### src/rtl/elastic_pipe_reg_if.sv
// Valid/ready handshake bundle for one elastic pipeline boundary.
// The slave side is the stage itself; the master side is its environment.
interface elastic_pipe_reg_if #(
    parameter int DATA_W = 32
);
    logic              in_valid;
    logic              in_ready;
    logic [DATA_W-1:0] in_data;
    logic              out_valid;
    logic              out_ready;
    logic [DATA_W-1:0] out_data;

    modport slave (
        input  in_valid, in_data, out_ready,
        output in_ready, out_valid, out_data
    );

    modport master (
        output in_valid, in_data, out_ready,
        input  in_ready, out_valid, out_data
    );
endinterface

### src/rtl/elastic_pipe_reg.sv
// Elastic valid/ready pipeline stage with a 2-entry skid buffer, flush-to-bubble,
// registered occupancy and a saturating back-pressure counter.
module elastic_pipe_reg #(
    parameter int                DATA_W = 32,
    parameter logic [DATA_W-1:0] BUBBLE = '0,
    parameter int                CNT_W  = 16
) (
    input  logic                 clk,
    input  logic                 rst,
    input  logic                 flush,
    elastic_pipe_reg_if.slave    ifc,
    output logic [1:0]           occupancy,
    output logic [CNT_W-1:0]     stall_cnt
);

    typedef enum logic [1:0] {
        EMPTY = 2'd0,
        ONE   = 2'd1,
        FULL  = 2'd2
    } state_e;

    localparam logic [CNT_W-1:0] CNT_MAX = '1;

    state_e            state_q, state_d;
    logic [DATA_W-1:0] main_q, main_d;
    logic [DATA_W-1:0] skid_q, skid_d;
    logic              in_ready_q, in_ready_d;
    logic [1:0]        occ_q, occ_d;
    logic [CNT_W-1:0]  stall_q, stall_d;
    logic              acc, dq;

    assign ifc.in_ready  = in_ready_q;
    assign ifc.out_valid = (state_q != EMPTY);
    assign ifc.out_data  = main_q;
    assign occupancy     = occ_q;
    assign stall_cnt     = stall_q;

    assign acc = ifc.in_valid & in_ready_q;
    assign dq  = ifc.out_valid & ifc.out_ready;

    always_comb begin
        state_d = state_q;
        main_d  = main_q;
        skid_d  = skid_q;
        if (flush) begin
            state_d = EMPTY;
            main_d  = BUBBLE;
            skid_d  = '0;
        end else begin
            unique case (state_q)
                EMPTY: begin
                    if (acc) begin
                        state_d = ONE;
                        main_d  = ifc.in_data;
                    end
                end
                ONE: begin
                    if (acc && dq) begin
                        main_d = ifc.in_data;
                    end else if (acc) begin
                        state_d = FULL;
                        skid_d  = ifc.in_data;
                    end else if (dq) begin
                        state_d = EMPTY;
                        main_d  = BUBBLE;
                    end
                end
                FULL: begin
                    // in_ready is low here, so only the dequeue side can move
                    if (dq) begin
                        state_d = ONE;
                        main_d  = skid_q;
                    end
                end
                default: begin
                    state_d = EMPTY;
                    main_d  = BUBBLE;
                end
            endcase
        end
    end

    always_comb begin
        in_ready_d = (state_d != FULL);
        unique case (state_d)
            ONE:     occ_d = 2'd1;
            FULL:    occ_d = 2'd2;
            default: occ_d = 2'd0;
        endcase
    end

    always_comb begin
        stall_d = stall_q;
        if (ifc.out_valid && !ifc.out_ready && (stall_q != CNT_MAX)) begin
            stall_d = stall_q + 1'b1;
        end
    end

    always_ff @(posedge clk) begin
        if (rst) begin
            state_q    <= EMPTY;
            main_q     <= BUBBLE;
            skid_q     <= '0;
            in_ready_q <= 1'b1;
            occ_q      <= 2'd0;
            stall_q    <= '0;
        end else begin
            state_q    <= state_d;
            main_q     <= main_d;
            skid_q     <= skid_d;
            in_ready_q <= in_ready_d;
            occ_q      <= occ_d;
            stall_q    <= stall_d;
        end
    end

endmodule
### src/flat_wrapper.sv
// flat-port wrapper written by rule: the top's interface ports become plain ports
module elastic_pipe_reg_flat 
#(
    parameter int                DATA_W = 32,
    parameter logic [DATA_W-1:0] BUBBLE = '0,
    parameter int                CNT_W  = 16
)
  (clk, rst, flush, occupancy, stall_cnt, ifc_in_valid, ifc_in_data, ifc_out_ready, ifc_in_ready, ifc_out_valid, ifc_out_data);
  elastic_pipe_reg_if #(.DATA_W(DATA_W)) ifc_i ();
  input  logic clk;
  input  logic rst;
  input  logic flush;
  output logic [1:0] occupancy;
  output logic [CNT_W-1:0] stall_cnt;
  input wire logic [$bits(ifc_i.in_valid)-1:0] ifc_in_valid;
  input wire logic [$bits(ifc_i.in_data)-1:0] ifc_in_data;
  input wire logic [$bits(ifc_i.out_ready)-1:0] ifc_out_ready;
  output wire logic [$bits(ifc_i.in_ready)-1:0] ifc_in_ready;
  output wire logic [$bits(ifc_i.out_valid)-1:0] ifc_out_valid;
  output wire logic [$bits(ifc_i.out_data)-1:0] ifc_out_data;
  assign ifc_i.in_valid = ifc_in_valid;
  assign ifc_i.in_data = ifc_in_data;
  assign ifc_i.out_ready = ifc_out_ready;
  assign ifc_in_ready = ifc_i.in_ready;
  assign ifc_out_valid = ifc_i.out_valid;
  assign ifc_out_data = ifc_i.out_data;
  elastic_pipe_reg #(.DATA_W(DATA_W), .BUBBLE(BUBBLE), .CNT_W(CNT_W)) u_core (.clk(clk), .rst(rst), .flush(flush), .ifc(ifc_i), .occupancy(occupancy), .stall_cnt(stall_cnt));
endmodule
### config.mk
export PLATFORM = sky130hd
export DESIGN_NAME = elastic_pipe_reg_flat
export DESIGN_NICKNAME = d
export VERILOG_FILES = /design/src/rtl/elastic_pipe_reg_if.sv /design/src/rtl/elastic_pipe_reg.sv /design/src/flat_wrapper.sv
export SDC_FILE = /design/constraint.sdc
export NUM_CORES = 1
export LEC_CHECK = 0
export ABC_AREA = 1
export BUFFER_PORTS_ARGS = -buffer_cell sky130_fd_sc_hd__buf_4
export CAP_MARGIN = 20
export CORE_MARGIN = 5
export CORE_UTILIZATION = 30
export DETAILED_ROUTE_END_ITERATION = 6
export GPL_TIMING_DRIVEN = 0
export PLACE_DENSITY_LB_ADDON = 0.1
export SYNTH_ARGS = -nofsm -noshare
export SYNTH_HDL_FRONTEND = slang
export SYNTH_SLANG_ARGS = --single-unit
### constraint.sdc
create_clock -name clk -period 2.25 [get_ports clk]
set_input_delay 0.225 -clock clk [delete_from_list [all_inputs] [get_ports clk]]
set_output_delay 0.225 -clock clk [all_outputs]
set_load 0.02 [all_outputs]
==> After elaboration in Yosys (flattened, before gate mapping) <==
Index checks and enable logic that the tools add are counted.
{ "totals": {"register_bits": 85, "in_bits": 37, "out_inout_bits": 52, "elab_cells": 43} }
{ "op_classes": {"n_addsub": 1, "eq_ne": 10, "muxes": 14, "bitwise": 3, "n_reduce_logical": 9} }
{ "op_table": {"columns": ["operator", "n"], "rows": [
  ["$mux W32", 5],
  ["$pmux W32 S3", 1],
  ["$add A16 B1 Y16 const B", 1],
  ["$ne A16 B16 Y1 const B", 1],
  ["$mux W2", 6],
  ["$pmux W2 S3", 1],
  ["$eq A2 B1 Y1 const B", 2],
  ["$eq A2 B2 Y1 const B", 2],
  ["$ne A2 B1 Y1 const B", 2],
  ["$pmux W2 S2", 1],
  ["$reduce_and A4 Y1", 1],
  ["$logic_and A1 B1 Y1", 3],
  ["$ne A3 B1 Y1 const B", 1],
  ["$ne A3 B3 Y1 const B", 1],
  ["$reduce_and A3 Y1", 1],
  ["$and A1 B1 Y1", 2],
  ["$logic_not A2 Y1", 1],
  ["$ne A2 B2 Y1 const B", 1],
  ["$reduce_bool A2 Y1", 1],
  ["$reduce_or A2 Y1", 1],
  ["$logic_not A1 Y1", 1],
  ["$not A1 Y1", 1]
]} }

==> Logic depth before layout (Yosys ltp) <==
{ "depth": {"word_depth": 9, "depth_mapped": 10, "ltp_nobuf": 10} }

==> Least setup slack after synthesis <==
Ideal clock, no wire load.
{ "synth_timing": {"kind": "reg2reg", "start": "register u_core.stall_q[1], in the netlist u_core.stall_cnt[1]", "end": "register u_core.stall_q[0], in the netlist u_core.stall_cnt[0]", "arrival_time_ns": 1.453, "t_required_ns": 2.134, "path_slack_ns": 0.681, "stages_incl_launch_ff": 10, "synth_period_minus_slack_ns": 1.569, "path_cell_list": "dfxtp_1 > ha_1 > nand2_1 > nor2_1 > nand2_1 > nor2_2 > nor2_4 > buf_6 > nor2_1 > nor2_1"} }
{ "synth_via": {"elab_chain_len": 2} }
{ "synth_rtl": {"columns": ["item", "line", "text"], "rows": [
  ["start: declaration", "elastic_pipe_reg.sv:29", "logic [CNT_W-1:0] stall_q, stall_d;"],
  ["start signal: assignment", "elastic_pipe_reg.sv:113", "stall_q <= stall_d;"],
  ["$ne A16 B16 Y1", "elastic_pipe_reg.sv:94", "if (ifc.out_valid && !ifc.out_ready && (stall_q != CNT_MAX)) begin"],
  ["$logic_and A1 B1 Y1", "elastic_pipe_reg.sv:94", null]
]} }
No other way between the ends.
A chain may end at the register's enable or synchronous reset.

==> Final worst setup path <==
{ "layout_timing": {"start": "register u_core.state_q[1]", "end": "register u_core.main_q[6], in the netlist u_core.ifc.out_data[6]"} }
{ "layout_via": {"elab_chain_len": 5, "elab_cells_between_ends": 13} }
{ "layout_rtl": {"columns": ["item", "line", "text"], "rows": [
  ["start: declaration", "elastic_pipe_reg.sv:24", "state_e state_q, state_d;"],
  ["start signal: assignment", "elastic_pipe_reg.sv:108", "state_q <= state_d;"],
  ["$reduce_bool A2 Y1", "elastic_pipe_reg.sv:33", "assign ifc.out_valid = (state_q != EMPTY);"],
  ["$and A1 B1 Y1", "elastic_pipe_reg.sv:39", "assign dq = ifc.out_valid & ifc.out_ready;"],
  ["$logic_and A1 B1 Y1", "elastic_pipe_reg.sv:58", "if (acc && dq) begin"],
  ["$ne A3 B3 Y1 (no line), or another cell as far along", null, null],
  ["$reduce_and A4 Y1 (no line) / $pmux W32 S3 (equally long branches)", null, null],
  ["end signal: assignment", "elastic_pipe_reg.sv:109", "main_q <= main_d;"],
  ["end: declaration", "elastic_pipe_reg.sv:25", "logic [DATA_W-1:0] main_q, main_d;"]
]} }
Parallel ways exist; a longest one is shown, timed or not.

==> flow_summary_export.csv <==
group,metric,value,unit
timing,max_freq,609,MHz
clocking,cts_setup_buffers,0,
worst_setup_path,reg2reg_slack,0.61,ns
finish,nFillCells,1395,
clocking,cts_inserted_buffers,9,
worst_setup_path,rr_worst_depth,7,
clocking,htreeDepth,3,
clocking,holdBufCountCts,0,
route,wire_per_inst,13.6,um
route,drcViolationCount,0,
route,wl,11400,um
synth,ys_seq_elements,85,
timing,drv_slew,0,
worst_setup_path,start_kind,"flip-flop",
synth,post-synth-top-count-cell,"nand2_1",
outcome,status,"complete, no violations",
worst_setup_path,critPathCapture,"u_core.ifc.out_data[6]$_SDFFE_PP0P_",
power,ir_drop,0.593,mV
clocking,cts_tree,"built",
worst_setup_path,path_depth,7,
timing,setup_tns,0,ns
clocking,cts-root-buf,"clkbuf_16",
synth,ys_async_sr_fraction,0,%
finish,syn_to_final_growth,29.9,%
synth,synth_edf_count,0,
floorplanning,die_w,124,um
floorplanning,die_h,124,um
floorplanning,dieArea,0.0154,mm^2
global_routing,antenna_found_initial,0,
power,finalPower,3.42,mW
placement,post-place-cells,823,
timing,rsz0062_at_grt,"no",
synth,syn-instance-count,563,
synth,synth_ff_type,"dfxtp_1",
min_path,worstHoldStart,"rst",
worst_setup_path,worstPathArrival,1.91,ns
global_routing,grt_max_degree,14,
worst_setup_path,slowest_stage,"clkbuf_1",
min_path,min_path_type,"input pin to flip-flop",
finish,nNetsFinal,700,
worst_setup_path,crit_family,"simple AND/OR/NAND/NOR gates",
synth,synth_common_cells,"nand2_1 (250), dfxtp_1 (85), a21oi_1 (47)",
timing,hold_viol_final,0,
timing,slew-limit-headroom,49.5,%
timing,worst_pin_slew,0.758,ns
synth,synth_cell_type_count,27,
timing,finalCriticalPeriod,1.64,ns
worst_setup_path,crit_start,"u_core.state_q[1]$_SDFF_PP0_",
floorplanning,initial_core_util,30.8,%
placement,dp_hpwl,8150,um
floorplanning,rows,41,
worst_setup_path,regToRegStartpoint,"u_core.state_q[1]$_SDFF_PP0_",
clocking,cts.clk_slew.worst_paths,0.06,ns
route,drt_iter0_drc,278,
global_routing,grt_pass1_wl,18900,um
global_routing,grt_usage,14.9,%
clocking,clock_latency,0.34,ns
synth,synth_top_cell_area_share,43.4,%
route,num_vias,3840,
worst_setup_path,cp_max_fo,10,
placement,gp_congestion,0.765,
placement,io_buffers,88,
synth,synthesis.area,0.00392,mm^2
worst_setup_path,path_cells,"inv_2, nor2_1, clkbuf_1, nand2_1, nand2_1, nand2_1, a21oi_2",
global_routing,grt_overflow,0,
worst_setup_path,critPathBufInv,2,
synth,synthTopCellsByArea,"dfxtp_1 (43%), nand2_1 (24%), a21oi_2 (6.7%), a21oi_1 (6.0%), nand3_1 (5.7%)",
synth,synth_nets,601,
synth,syn_area_per_cell,6.96,um^2
timing,fin_skew,0.00762,ns
worst_setup_path,path_class,"flip-flop to flip-flop",
floorplanning,fp.coreArea,0.0127,mm^2
timing,setup_viol,0,
worst_setup_path,worstSetupEndpointType,"flip-flop",
clocking,cts.sinks,85,
finish,instances_no_fill,839,
clocking,ctsResizeCount,0,
job,drv_cap,0,
floorplanning,io_pins,89,
route,ant_nets,0,
power,p_leak,2.10,nW
route,firstDrtPassIters,4,
worst_setup_path,crit_required,2.52,ns
route,avgViaCountPerCell,4.58,
power,powerDensity,672,mW/mm^2
synth,synth_area_leader_cell,"dfxtp_1",
clocking,cts_buffer_depth,2,
finish,antennaDiodeCount,0,
synth,synth-seq-area-share,43.4,%
timing,period_share,73.0,%
worst_setup_path,crit_path_frequent_cell,"nand2_1",
global_routing,grt_pass1_vias,3726,
synth,ys_warn_count,0,
finish,drive_gt1_share,24.6,%
worst_setup_path,worstReg2RegEnd,"u_core.ifc.out_data[6]$_SDFFE_PP0P_",
worst_setup_path,cp_slowest_stage_delay,0.43,ns
worst reg2reg max path: stages, from the launching register on:
cell      delay [ns]
dfxtp_1         0.34
inv_2           0.07
nor2_1          0.33
clkbuf_1        0.43
nand2_1         0.10
nand2_1         0.09
nand2_1         0.08
a21oi_2         0.12
how the worst min path moves through the flow:
stage	endpoint	slack, ns	cells after the start
6_report	u_core.stall_cnt[8]$_SDFFE_PP0P_	0.1	2
5_1_grt	u_core.stall_cnt[8]$_SDFFE_PP0P_	0.09	2
4_1_cts	u_core.stall_cnt[8]$_SDFFE_PP0P_	0.08	2
3_5_place_dp	u_core.skid_q[25]$_SDFFE_PP0P_	0.45	2
3_3_place_gp	u_core.skid_q[28]$_SDFFE_PP0P_	0.45	2
2_1_floorplan	u_core.stall_cnt[8]$_SDFFE_PP0P_	0.30	1
report_power, final:
part           leakage [nW]  internal (mW)  switching (mW)
Clock                 0.143          0.888           0.604
Combinational          1.27          0.143           0.234
Sequential            0.688           1.53          0.0159
stage by stage:
step                util (%)  hold WS [ns]  worst slack [ns]  area [um^2]
finish                  40.0        0.0964             0.609         5090
global route            40.0        0.0865             0.389         5090
CTS                     40.0        0.0802             0.570         5090
detailed placement      37.7         0.453             0.596         4790
global placement        37.7         0.448             0.610         4790
floorplan                  -         0.301             0.681         3920
kinds of logic after synthesis:
kind of cell,after synthesis,synth area share [%]
buf+inv,52,6.26
xor+xnor,3,0.671
simple gates,341,36.0
fa+ha+maj,1,0.319
compound gates,81,13.4
flops,85,43.4
layout make-up:
class	instances	area, um^2	area share [%]
Inverter	23	86.3	1.70
Timing Repair Buffer	88	661	13.0
Clock inverter	4	47.5	0.934
Tap cell	172	215	4.23
Sequential cell	85	1700	33.4
Clock buffer	12	246	4.84
Buffer	29	159	3.12
Multi-Input combinational cell	426	1970	38.8
state kept, by name, summed over array words and instances, names as in the netlist:
signal	flops
u_core.stall_cnt	16
u_core.ifc.out_data	32
u_core.state_q	2
u_core.occupancy	2
u_core.skid_q	32
u_core.ifc.in_ready	1
per-layer routing:
metal / part of all wire (%) / GRT usage, % / routed length [um]
met1: 49 / 20.0 / 5630
met2: 44 / 23.3 / 5050
met5: 0 / 0 / 0
met3: 5.4 / 4.89 / 614
met4: 0.87 / 3.29 / 99
layout by cell type (no fill, tap or decap):
cell,netlist,final
o21ai_0,2,2
bufinv_16,0,1
o21ai_2,1,1
nor2_4,2,2
clkbuf_8,0,1
dfxtp_1,85,85
o211ai_1,1,1
nand2_2,4,4
inv_1,18,18
nand4_1,4,4
xor2_1,2,2
buf_2,7,7
clkbuf_1,13,15
clkinv_2,0,2
ha_1,1,1
a21oi_1,47,47
nand3_1,45,45
nor2_2,2,2
nand3b_1,1,1
xnor2_1,1,1
nor3b_1,1,1
buf_4,3,91
nand2_1,250,250
buf_1,2,2
a21oi_2,30,30
clkinvlp_4,0,1
nand2_4,3,3
or2_2,1,1
clkbuf_16,0,9
buf_6,4,4
inv_2,5,5
nor2_1,28,28
Note: power is estimated with default switching activity, not from simulation.
